### src/rtl/pipeline_stall_ctrl_if.sv
// Hazard/control bundle between the ID-stage hazard logic and the pipeline registers.
// The pipeline side is the master (supplies decode/EX info); the stall controller is the slave.
interface pipeline_stall_ctrl_if #(
  parameter int CNT_W = 16
);
  logic [4:0]       id_rs;
  logic [4:0]       id_rt;
  logic             id_uses_rs;
  logic             id_uses_rt;
  logic             id_mdu_op;
  logic             id_hilo_read;
  logic             id_jump;
  logic             ex_mem_read;
  logic [4:0]       ex_rt;
  logic             ex_branch_taken;

  logic             stall;
  logic             pc_write;
  logic             ifid_write;
  logic             ifid_flush;
  logic             idex_flush;
  logic             mdu_start;
  logic             mdu_busy;
  logic [1:0]       stall_reason;
  logic [CNT_W-1:0] stall_cycles;

  modport master (
    output id_rs, id_rt, id_uses_rs, id_uses_rt, id_mdu_op, id_hilo_read,
           id_jump, ex_mem_read, ex_rt, ex_branch_taken,
    input  stall, pc_write, ifid_write, ifid_flush, idex_flush,
           mdu_start, mdu_busy, stall_reason, stall_cycles
  );

  modport slave (
    input  id_rs, id_rt, id_uses_rs, id_uses_rt, id_mdu_op, id_hilo_read,
           id_jump, ex_mem_read, ex_rt, ex_branch_taken,
    output stall, pc_write, ifid_write, ifid_flush, idex_flush,
           mdu_start, mdu_busy, stall_reason, stall_cycles
  );
endinterface

### src/rtl/pipeline_stall_ctrl.sv
// Stall/flush scheduler for the 5-stage pipeline: load-use and MDU hazards,
// branch/jump redirects, MDU busy sequencing and a saturating stall counter.
module pipeline_stall_ctrl #(
  parameter int MDU_LATENCY = 32,
  parameter int CNT_W       = 16
) (
  input logic                  clk,
  input logic                  reset,
  pipeline_stall_ctrl_if.slave bus
);

  localparam int CW = $clog2(MDU_LATENCY + 1);

  typedef enum logic {
    IDLE = 1'b0,
    BUSY = 1'b1
  } state_t;

  state_t           state, state_next;
  logic [CW-1:0]    cnt, cnt_next;
  logic [CNT_W-1:0] cycles;

  logic       lu, mh, hz, busy;
  logic       stall_int, pc_write_int, ifid_write_int;
  logic       ifid_flush_int, idex_flush_int, mdu_start_int;
  logic [1:0] reason_int;

  assign busy = (state == BUSY) && !reset;

  assign lu = bus.ex_mem_read && (bus.ex_rt != 5'd0) &&
              ((bus.id_uses_rs && (bus.id_rs == bus.ex_rt)) ||
               (bus.id_uses_rt && (bus.id_rt == bus.ex_rt)));
  assign mh = busy && (bus.id_mdu_op || bus.id_hilo_read);
  assign hz = lu || mh;

  always_ff @(posedge clk) begin
    if (reset) begin
      state  <= IDLE;
      cnt    <= '0;
      cycles <= '0;
    end else begin
      state <= state_next;
      cnt   <= cnt_next;
      if (stall_int && (cycles != {CNT_W{1'b1}}))
        cycles <= cycles + 1'b1;
    end
  end

  // A taken branch outranks any hazard; a jump only redirects in an unstalled cycle.
  always_comb begin
    stall_int      = 1'b0;
    pc_write_int   = 1'b1;
    ifid_write_int = 1'b1;
    ifid_flush_int = 1'b0;
    idex_flush_int = 1'b0;
    mdu_start_int  = 1'b0;
    reason_int     = 2'b00;
    state_next     = state;
    cnt_next       = cnt;

    if (!reset) begin
      if (mh)
        reason_int = 2'b10;
      else if (lu)
        reason_int = 2'b01;

      if (bus.ex_branch_taken) begin
        ifid_flush_int = 1'b1;
        idex_flush_int = 1'b1;
      end else if (hz) begin
        stall_int      = 1'b1;
        pc_write_int   = 1'b0;
        ifid_write_int = 1'b0;
      end else begin
        ifid_flush_int = bus.id_jump;
        mdu_start_int  = bus.id_mdu_op;
      end

      case (state)
        IDLE: begin
          if (mdu_start_int) begin
            state_next = BUSY;
            cnt_next   = CW'(MDU_LATENCY);
          end
        end
        BUSY: begin
          if (cnt == CW'(1)) begin
            state_next = IDLE;
            cnt_next   = '0;
          end else begin
            cnt_next = cnt - 1'b1;
          end
        end
        default: begin
          state_next = IDLE;
          cnt_next   = '0;
        end
      endcase
    end
  end

  assign bus.stall        = stall_int;
  assign bus.pc_write     = pc_write_int;
  assign bus.ifid_write   = ifid_write_int;
  assign bus.ifid_flush   = ifid_flush_int;
  assign bus.idex_flush   = idex_flush_int;
  assign bus.mdu_start    = mdu_start_int;
  assign bus.mdu_busy     = busy;
  assign bus.stall_reason = reason_int;
  assign bus.stall_cycles = cycles;

endmodule

### src/flat_wrapper.sv
// flat-port wrapper written by rule: the top's interface ports become plain ports
module pipeline_stall_ctrl_flat 
#(
  parameter int MDU_LATENCY = 32,
  parameter int CNT_W       = 16
)
  (clk, reset, bus_id_rs, bus_id_rt, bus_id_uses_rs, bus_id_uses_rt, bus_id_mdu_op, bus_id_hilo_read, bus_id_jump, bus_ex_mem_read, bus_ex_rt, bus_ex_branch_taken, bus_stall, bus_pc_write, bus_ifid_write, bus_ifid_flush, bus_idex_flush, bus_mdu_start, bus_mdu_busy, bus_stall_reason, bus_stall_cycles);
  pipeline_stall_ctrl_if #(.CNT_W(CNT_W)) bus_i ();
  input logic clk;
  input logic reset;
  input wire logic [$bits(bus_i.id_rs)-1:0] bus_id_rs;
  input wire logic [$bits(bus_i.id_rt)-1:0] bus_id_rt;
  input wire logic [$bits(bus_i.id_uses_rs)-1:0] bus_id_uses_rs;
  input wire logic [$bits(bus_i.id_uses_rt)-1:0] bus_id_uses_rt;
  input wire logic [$bits(bus_i.id_mdu_op)-1:0] bus_id_mdu_op;
  input wire logic [$bits(bus_i.id_hilo_read)-1:0] bus_id_hilo_read;
  input wire logic [$bits(bus_i.id_jump)-1:0] bus_id_jump;
  input wire logic [$bits(bus_i.ex_mem_read)-1:0] bus_ex_mem_read;
  input wire logic [$bits(bus_i.ex_rt)-1:0] bus_ex_rt;
  input wire logic [$bits(bus_i.ex_branch_taken)-1:0] bus_ex_branch_taken;
  output wire logic [$bits(bus_i.stall)-1:0] bus_stall;
  output wire logic [$bits(bus_i.pc_write)-1:0] bus_pc_write;
  output wire logic [$bits(bus_i.ifid_write)-1:0] bus_ifid_write;
  output wire logic [$bits(bus_i.ifid_flush)-1:0] bus_ifid_flush;
  output wire logic [$bits(bus_i.idex_flush)-1:0] bus_idex_flush;
  output wire logic [$bits(bus_i.mdu_start)-1:0] bus_mdu_start;
  output wire logic [$bits(bus_i.mdu_busy)-1:0] bus_mdu_busy;
  output wire logic [$bits(bus_i.stall_reason)-1:0] bus_stall_reason;
  output wire logic [$bits(bus_i.stall_cycles)-1:0] bus_stall_cycles;
  assign bus_i.id_rs = bus_id_rs;
  assign bus_i.id_rt = bus_id_rt;
  assign bus_i.id_uses_rs = bus_id_uses_rs;
  assign bus_i.id_uses_rt = bus_id_uses_rt;
  assign bus_i.id_mdu_op = bus_id_mdu_op;
  assign bus_i.id_hilo_read = bus_id_hilo_read;
  assign bus_i.id_jump = bus_id_jump;
  assign bus_i.ex_mem_read = bus_ex_mem_read;
  assign bus_i.ex_rt = bus_ex_rt;
  assign bus_i.ex_branch_taken = bus_ex_branch_taken;
  assign bus_stall = bus_i.stall;
  assign bus_pc_write = bus_i.pc_write;
  assign bus_ifid_write = bus_i.ifid_write;
  assign bus_ifid_flush = bus_i.ifid_flush;
  assign bus_idex_flush = bus_i.idex_flush;
  assign bus_mdu_start = bus_i.mdu_start;
  assign bus_mdu_busy = bus_i.mdu_busy;
  assign bus_stall_reason = bus_i.stall_reason;
  assign bus_stall_cycles = bus_i.stall_cycles;
  pipeline_stall_ctrl #(.MDU_LATENCY(MDU_LATENCY), .CNT_W(CNT_W)) u_core (.clk(clk), .reset(reset), .bus(bus_i));
endmodule
### config.mk
export PLATFORM = sky130hd
export DESIGN_NAME = pipeline_stall_ctrl_flat
export DESIGN_NICKNAME = d
export VERILOG_FILES = /design/src/rtl/pipeline_stall_ctrl_if.sv /design/src/rtl/pipeline_stall_ctrl.sv /design/src/flat_wrapper.sv
export SDC_FILE = /design/constraint.sdc
export NUM_CORES = 1
export LEC_CHECK = 0
export CAP_MARGIN = 10
export CORE_AREA = 2 2 63 65
export CTS_CLUSTER_DIAMETER = 80
export CTS_CLUSTER_SIZE = 28
export DETAILED_ROUTE_END_ITERATION = 16
export DIE_AREA = 0 0 65 67
export PLACE_DENSITY_LB_ADDON = 0.08
export SLEW_MARGIN = 20
export SYNTH_ARGS = -nofsm -noshare
export SYNTH_HDL_FRONTEND = slang
export SYNTH_SLANG_ARGS = --single-unit
### constraint.sdc
create_clock -name clk -period 2 [get_ports clk]
set_input_delay 0.2 -clock clk [delete_from_list [all_inputs] [get_ports clk]]
set_output_delay 0.2 -clock clk [all_outputs]
set_load 0.05 [all_outputs]
# Word level (Yosys, flattened, before mapping)
# Cells that the tools add are included.
# word_totals
romBits,0
latch_bits,0
input_bits,24
memories,0
ram_bits,0
register_bits,23
# classes
n_eq_ne,5
n_bitwise,1
reduce_logical,12
shifts,0
div_mod_pow,0
add_sub_neg,2
n_mul,0
order_cmp,0
mux,24
# op_table
operator,n
1-bit two-way mux,18
"16-bit by 1-bit adder with 16-bit output, second input constant",1
"16-bit != test, second input constant",1
6-bit two-way mux,2
6-bit one-hot mux with 2 select lines,1
5-bit == test,2
1-bit logical AND,7
"6-bit by 1-bit == test with 1-bit output, second input constant",1
"6-bit by 1-bit subtractor with 6-bit output, second input constant",1
5-bit nonzero test,1
2-bit two-way mux,2
1-bit logical OR,3
"2-bit by 1-bit != test with 1-bit output, second input constant",1
1-bit one-hot mux with 2 select lines,1
1-bit zero test,1
1-bit NOT,1

# Longest topological paths before layout
# logic_depth
ltp_word,10
depth_mapped,8
mapped_depth_nobuf,6

# Least setup slack after synthesis
# OpenSTA, ideal clock, no wires.
# synth_timing
path_kind,register to output
startpoint,register u_core.state
endpoint,output port bus_pc_write
required_ps,1800
stages_incl_launch_ff,6
path_slack_ps,-1079
n_path_buf,1
arrival_time_ps,2879
path_cell_list,dfxtp_1 > nor2b_2 > o21ai_0 > o22ai_1 > inv_1 > buf_4
# synth_between
elab_chain_cells,6
# synth_lines
element,line_no,source
"start, declared",pipeline_stall_ctrl.sv:19,"state_t state, state_next;"
"start signal, assigned",pipeline_stall_ctrl.sv:42,state <= state_next;
1-bit logical AND,pipeline_stall_ctrl.sv:28,assign busy = (state == BUSY) && !reset;
via bus_mdu_busy,flat_wrapper.sv:27,output wire logic [$bits(bus_i.mdu_busy)-1:0] bus_mdu_busy;
1-bit logical AND,pipeline_stall_ctrl.sv:33,assign mh = busy && (bus.id_mdu_op || bus.id_hilo_read);
1-bit logical OR,pipeline_stall_ctrl.sv:34,assign hz = lu || mh;
1-bit two-way mux (3 in a row),--,
"end, declared",flat_wrapper.sv:22,output wire logic [$bits(bus_i.pc_write)-1:0] bus_pc_write;
# The timed path passes the listed nets, and every way through them passes these cells.

# Worst setup path in the final report
# layout_timing
startpoint,register u_core.cycles[4] (netlist: u_core.bus.stall_cycles[4])
endpoint,register u_core.cycles[4] (netlist: u_core.bus.stall_cycles[4])
# layout_between
elab_chain_cells,2
word_cells_on_any_way,3
classes_between,add/sub (1); eq/ne (1); reduce/logical (1)
# layout_lines
element,line_no,source
"start, declared",pipeline_stall_ctrl.sv:21,logic [CNT_W-1:0] cycles;
"start signal, assigned",pipeline_stall_ctrl.sv:45,cycles <= cycles + 1'b1;
"parallel branches: the longest is 2 deep, another holds 16-bit by 1-bit adder with 16-bit output",--,
# Several ways; the timed one is not identified.
# A chain may end at the register's enable or synchronous reset.

==> metrics.txt <==
# TYPE chip_impl_metric gauge
chip_impl_metric{name="grt.overflow.total",unit=""} 0
chip_impl_info{name="cpMaxStageDelayCell",value="sky130_fd_sc_hd__or4_1"} 1
chip_impl_metric{name="buffer_ports.inserted",unit=""} 48
chip_impl_metric{name="final_instance_area",unit="sq mm"} 0.00254
chip_impl_metric{name="grt_pass1_vias",unit=""} 1645
chip_impl_metric{name="grt_antenna_before_repair",unit=""} 0
chip_impl_metric{name="worst_reg2reg_path_length_in_cells",unit=""} 7
chip_impl_metric{name="cts_buffers",unit=""} 3
chip_impl_metric{name="design.final.nets",unit=""} 279
chip_impl_metric{name="initialDrtViolationCount",unit=""} 67
chip_impl_metric{name="worst_slack",unit="ps"} 36.0
chip_impl_metric{name="synthDominantCellAreaShare",unit="%"} 32.1
chip_impl_metric{name="critical_path_required_time",unit="ps"} 2210
chip_impl_metric{name="synth_cell_types",unit=""} 46
chip_impl_metric{name="number_of_search_and_repair_iterations_in_the_first_detailed_routing_pass",unit=""} 4
chip_impl_info{name="outcome",value="finished, final reports clean"} 1
chip_impl_metric{name="drt.antenna.violating_nets",unit=""} 0
chip_impl_metric{name="final-max-slew-violation-count",unit=""} 0
chip_impl_metric{name="total_routed_length",unit="um"} 4830
chip_impl_info{name="worstSetupPathType",value="reg -> reg"} 1
chip_impl_metric{name="final_util",unit="%"} 70.5
chip_impl_metric{name="post_synth.cell_area_avg",unit="sq um"} 8.34
chip_impl_metric{name="slew_headroom",unit="%"} 63.9
chip_impl_info{name="worstSetupEndpointType",value="flop"} 1
chip_impl_metric{name="grt_usage",unit="%"} 23.1
chip_impl_metric{name="fillers",unit=""} 300
chip_impl_metric{name="critical_path_arrival",unit="ps"} 2180
chip_impl_info{name="worst_hold_path_type",value="in -> reg"} 1
chip_impl_info{name="critical_path.reg2reg.startpoint",value="u_core.bus.stall_cycles[4]$_SDFFE_PP0P_"} 1
chip_impl_metric{name="ctsHtreeMaxLevel",unit=""} 1
chip_impl_metric{name="timing.critical_path.slowest_cell_delay",unit="ps"} 470
chip_impl_metric{name="synth.cell_area",unit="sq mm"} 0.00144
chip_impl_metric{name="cts.sinks",unit=""} 23
chip_impl_metric{name="core_region_area",unit="sq mm"} 0.00361
chip_impl_metric{name="area_growth_syn_to_layout",unit="%"} 77.1
chip_impl_metric{name="clock_power_share",unit="%"} 27.3
chip_impl_info{name="synth_top_cell_by_area",value="sky130_fd_sc_hd__dfxtp_1"} 1
chip_impl_metric{name="finalHoldViolations",unit=""} 0
chip_impl_metric{name="synth_edf_count",unit=""} 0
chip_impl_info{name="grt_setup_unrepaired",value="yes"} 1
chip_impl_metric{name="seqCellArea",unit="sq um"} 490
chip_impl_metric{name="die_area",unit="sq mm"} 0.00436
chip_impl_metric{name="place_hpwl",unit="um"} 3550
chip_impl_info{name="hold_path_startpoint",value="bus_ex_branch_taken"} 1
chip_impl_metric{name="post_detailed_route_drc_marker_count",unit=""} 0
chip_impl_metric{name="pin_count",unit=""} 49
chip_impl_info{name="kind_of_launch_point_of_the_worst_setup_path",value="flop"} 1
chip_impl_info{name="cp-endpoint",value="u_core.bus.stall_cycles[4]$_SDFFE_PP0P_"} 1
chip_impl_metric{name="via_count",unit=""} 1670
chip_impl_metric{name="timing.clock.skew",unit="ps"} 2.05
chip_impl_metric{name="ir_worst_vdd",unit="mV"} 0.357
chip_impl_metric{name="critical_path.max_fanout",unit=""} 11
chip_impl_metric{name="number_of_cells_on_the_worst_hold_path",unit=""} 4
chip_impl_metric{name="placedCellCount",unit=""} 289
chip_impl_metric{name="sequentialPowerShare",unit="%"} 44.2
chip_impl_metric{name="maxClockFrequency",unit="MHz"} 509
chip_impl_metric{name="total_power",unit="mW"} 1.08
chip_impl_info{name="synth_flop_cell",value="sky130_fd_sc_hd__dfxtp_1"} 1
chip_impl_metric{name="synthesis.instances",unit=""} 172
chip_impl_metric{name="y_dimension_of_the_die",unit="um"} 67
chip_impl_metric{name="die_w",unit="um"} 65
chip_impl_metric{name="mappedNetlistNets",unit=""} 199
chip_impl_metric{name="tightest_pin_transition",unit="ps"} 537
chip_impl_metric{name="period_needed",unit="ps"} 1960
chip_impl_info{name="cp_cell_sequence",value="and3_4 -> and3_4 -> and3_4 -> or3_4 -> buf_6 -> or4_1 -> nand2_1"} 1
chip_impl_metric{name="place_ws",unit="ps"} -547
chip_impl_metric{name="floorplan.initialDensity",unit="%"} 39.8
chip_impl_metric{name="wl_per_cell",unit="um"} 16.2
chip_impl_metric{name="row_cnt",unit=""} 22
chip_impl_info{name="synth_most_common_cell",value="sky130_fd_sc_hd__dfxtp_1"} 1
chip_impl_metric{name="ys_warn_count",unit=""} 0
chip_impl_metric{name="seq_area_frac_synth",unit="%"} 32.1
chip_impl_metric{name="max-cap-violations",unit=""} 0
chip_impl_metric{name="ff2ff_setup_slack",unit="ps"} 40
chip_impl_metric{name="placement_stage_cell_area",unit="sq mm"} 0.00230
chip_impl_metric{name="switching_share",unit="%"} 30.3
chip_impl_metric{name="gpl.final_weighted_congestion",unit=""} 0.776
chip_impl_info{name="yosys-top-cells-count",value="sky130_fd_sc_hd__dfxtp_1 (23), sky130_fd_sc_hd__a21oi_1 (14), sky130_fd_sc_hd__nand3_1 (11)"} 1
chip_impl_info{name="ys_top_cells_by_area",value="sky130_fd_sc_hd__dfxtp_1 (32%), sky130_fd_sc_hd__a21oi_1 (4.9%), sky130_fd_sc_hd__xor2_1 (4.9%)"} 1
chip_impl_metric{name="max-clock-path-buffers",unit=""} 2
chip_impl_metric{name="insertion_delay",unit="ps"} 270
chip_impl_metric{name="grt_pass1_wl",unit="um"} 7710
chip_impl_info{name="rr_endpoint",value="u_core.bus.stall_cycles[4]$_SDFFE_PP0P_"} 1
chip_impl_metric{name="postSynthRegisterBits",unit=""} 23
chip_impl_metric{name="antennaDiodeCount",unit=""} 0
chip_impl_metric{name="post_drt_via_cell_ratio",unit=""} 5.59
chip_impl_metric{name="async_reset_ff_share",unit="%"} 0
chip_impl_metric{name="clkTransAtPathRegs",unit="ps"} 80
chip_impl_metric{name="final_layout_size_suffix_gt1_share",unit="%"} 39.4
chip_impl_metric{name="fin_crit_sh",unit="%"} 98.2
chip_impl_metric{name="leakage",unit="nW"} 0.940
chip_impl_metric{name="power_density",unit="mW/mm^2"} 424
chip_impl_info{name="path_common_cell",value="sky130_fd_sc_hd__and3_4"} 1
chip_impl_metric{name="internal_power",unit="uW"} 751
chip_impl_info{name="tritoncts_clock_tree",value="built"} 1
chip_impl_metric{name="final_cells",unit=""} 299
chip_impl_metric{name="multiInputGateArea",unit="sq mm"} 0.00112
chip_impl_metric{name="pwr-share-comb",unit="%"} 28.5
chip_impl_metric{name="final-setup-viol-count",unit=""} 0
chip_impl_metric{name="grt_max_degree",unit=""} 15
chip_impl_metric{name="p_sw",unit="uW"} 327
chip_impl_info{name="cts-root-buf",value="sky130_fd_sc_hd__clkbuf_8"} 1
chip_impl_info{name="critPathLaunch",value="u_core.bus.stall_cycles[4]$_SDFFE_PP0P_"} 1
[registers in the layout, indices dropped and copies added (netlist names)]
| signal | cells |
|---|---|
| u_core.bus.stall_cycles | 16 |
| u_core.state | 1 |
| u_core.cnt | 6 |
[power by group through the flow]
stage / clock network [mW] / registers (mW) / logic [mW]
2_1_floorplan: 0 / 0.487 / 0.138
3_3_place_gp: 0 / 0.486 / 0.262
3_5_place_dp: 0 / 0.487 / 0.271
4_1_cts: 0.309 / 0.476 / 0.286
5_1_grt: 0.331 / 0.478 / 0.329
6_report: 0.295 / 0.477 / 0.307
[area by class of cell]
| cell class | instances | area share, % |
|---|---|---|
| Multi-Input combinational cell | 134 | 44.0 |
| Timing Repair Buffer | 82 | 31.3 |
| Sequential cell | 23 | 19.3 |
| Tap cell | 48 | 2.36 |
| Clock buffer | 4 | 1.77 |
| Inverter | 8 | 1.33 |
[cells in the final DEF (no fill, tap or decap), drive strengths merged, types with 2 or more instances in the layout]
| master | instances |
|---|---|
| o311ai | 4 |
| or3 | 5 |
| nor2 | 6 |
| clkdlybuf4s50 | 21 |
| dfxtp | 23 |
| nand2b | 3 |
| dlygate4sd2 | 9 |
| nand3 | 11 |
| buf | 46 |
| o41ai | 4 |
| a21oi | 14 |
| o31ai | 5 |
| or2 | 2 |
| xnor2 | 2 |
| nor2b | 6 |
| and3 | 6 |
| xor2 | 8 |
| clkbuf | 6 |
| and2 | 2 |
| ha | 3 |
| nor3 | 6 |
| o21a | 3 |
| mux2 | 2 |
| dlymetal6s2s | 2 |
| o21ai | 7 |
| nand3b | 3 |
| inv | 7 |
| nand2 | 7 |
| nor4 | 4 |
| nand4 | 3 |
| a311oi | 2 |
| or4 | 8 |
| clkdlybuf4s15 | 2 |
[cell families after synthesis]
group	after synthesis	share of synthesized area, %
and+or+nand+nor	72	30.0
DFF	23	32.1
adders and majority gates	3	2.62
buffers and inverters	15	5.14
AOI/OAI and AO/OA	47	22.5
muxes	2	1.57
xor gates and xnor gates	10	6.10
[through the flow]
| step | hold slack (ps) | TNS (ps) |
|---|---|---|
| floorplan | 443 | -130 |
| global placement | 479 | -8890 |
| detailed placement | 487 | -11190 |
| CTS | 499 | -2.60 |
| global route | 516 | -159 |
| finish | 496 | 0 |
[what timing repair did]
| action | CTS | global route |
|---|---|---|
| buffers inserted | 5 | 1 |
| setup endpoints to repair | 22 | 19 |
| resized for setup | 42 | 27 |
| hold buffers | 0 | 0 |
| pin swaps | 13 | 15 |
[per-layer routing]
layer / share of wire, % / global-route usage (%) / vias up
li1: - / - / 812
met1: 41 / 25.6 / 815
met2: 56 / 44.7 / 38
met3: 2.9 / 3.72 / 5
met4: 0.60 / 6.91 / 0
met5: 0 / 0 / -
[worst min path at each step]
stage | to | slack [ps]
floorplan | u_core.bus.stall_cycles[1]$_SDFFE_PP0P_ | 440
global placement | u_core.bus.stall_cycles[14]$_SDFFE_PP0P_ | 480
detailed placement | u_core.bus.stall_cycles[14]$_SDFFE_PP0P_ | 490
CTS | u_core.bus.stall_cycles[14]$_SDFFE_PP0P_ | 500
global route | u_core.bus.stall_cycles[2]$_SDFFE_PP0P_ | 520
finish | u_core.bus.stall_cycles[2]$_SDFFE_PP0P_ | 500
[worst max-delay path: cells and delay by family, from the launching register on]
kind | cells | cell delay (ps)
buffers and inverters | 1 | 150
flip-flops | 1 | 350
AND/OR/NAND/NOR | 6 | 1390
(Power assumes the default switching activity.)
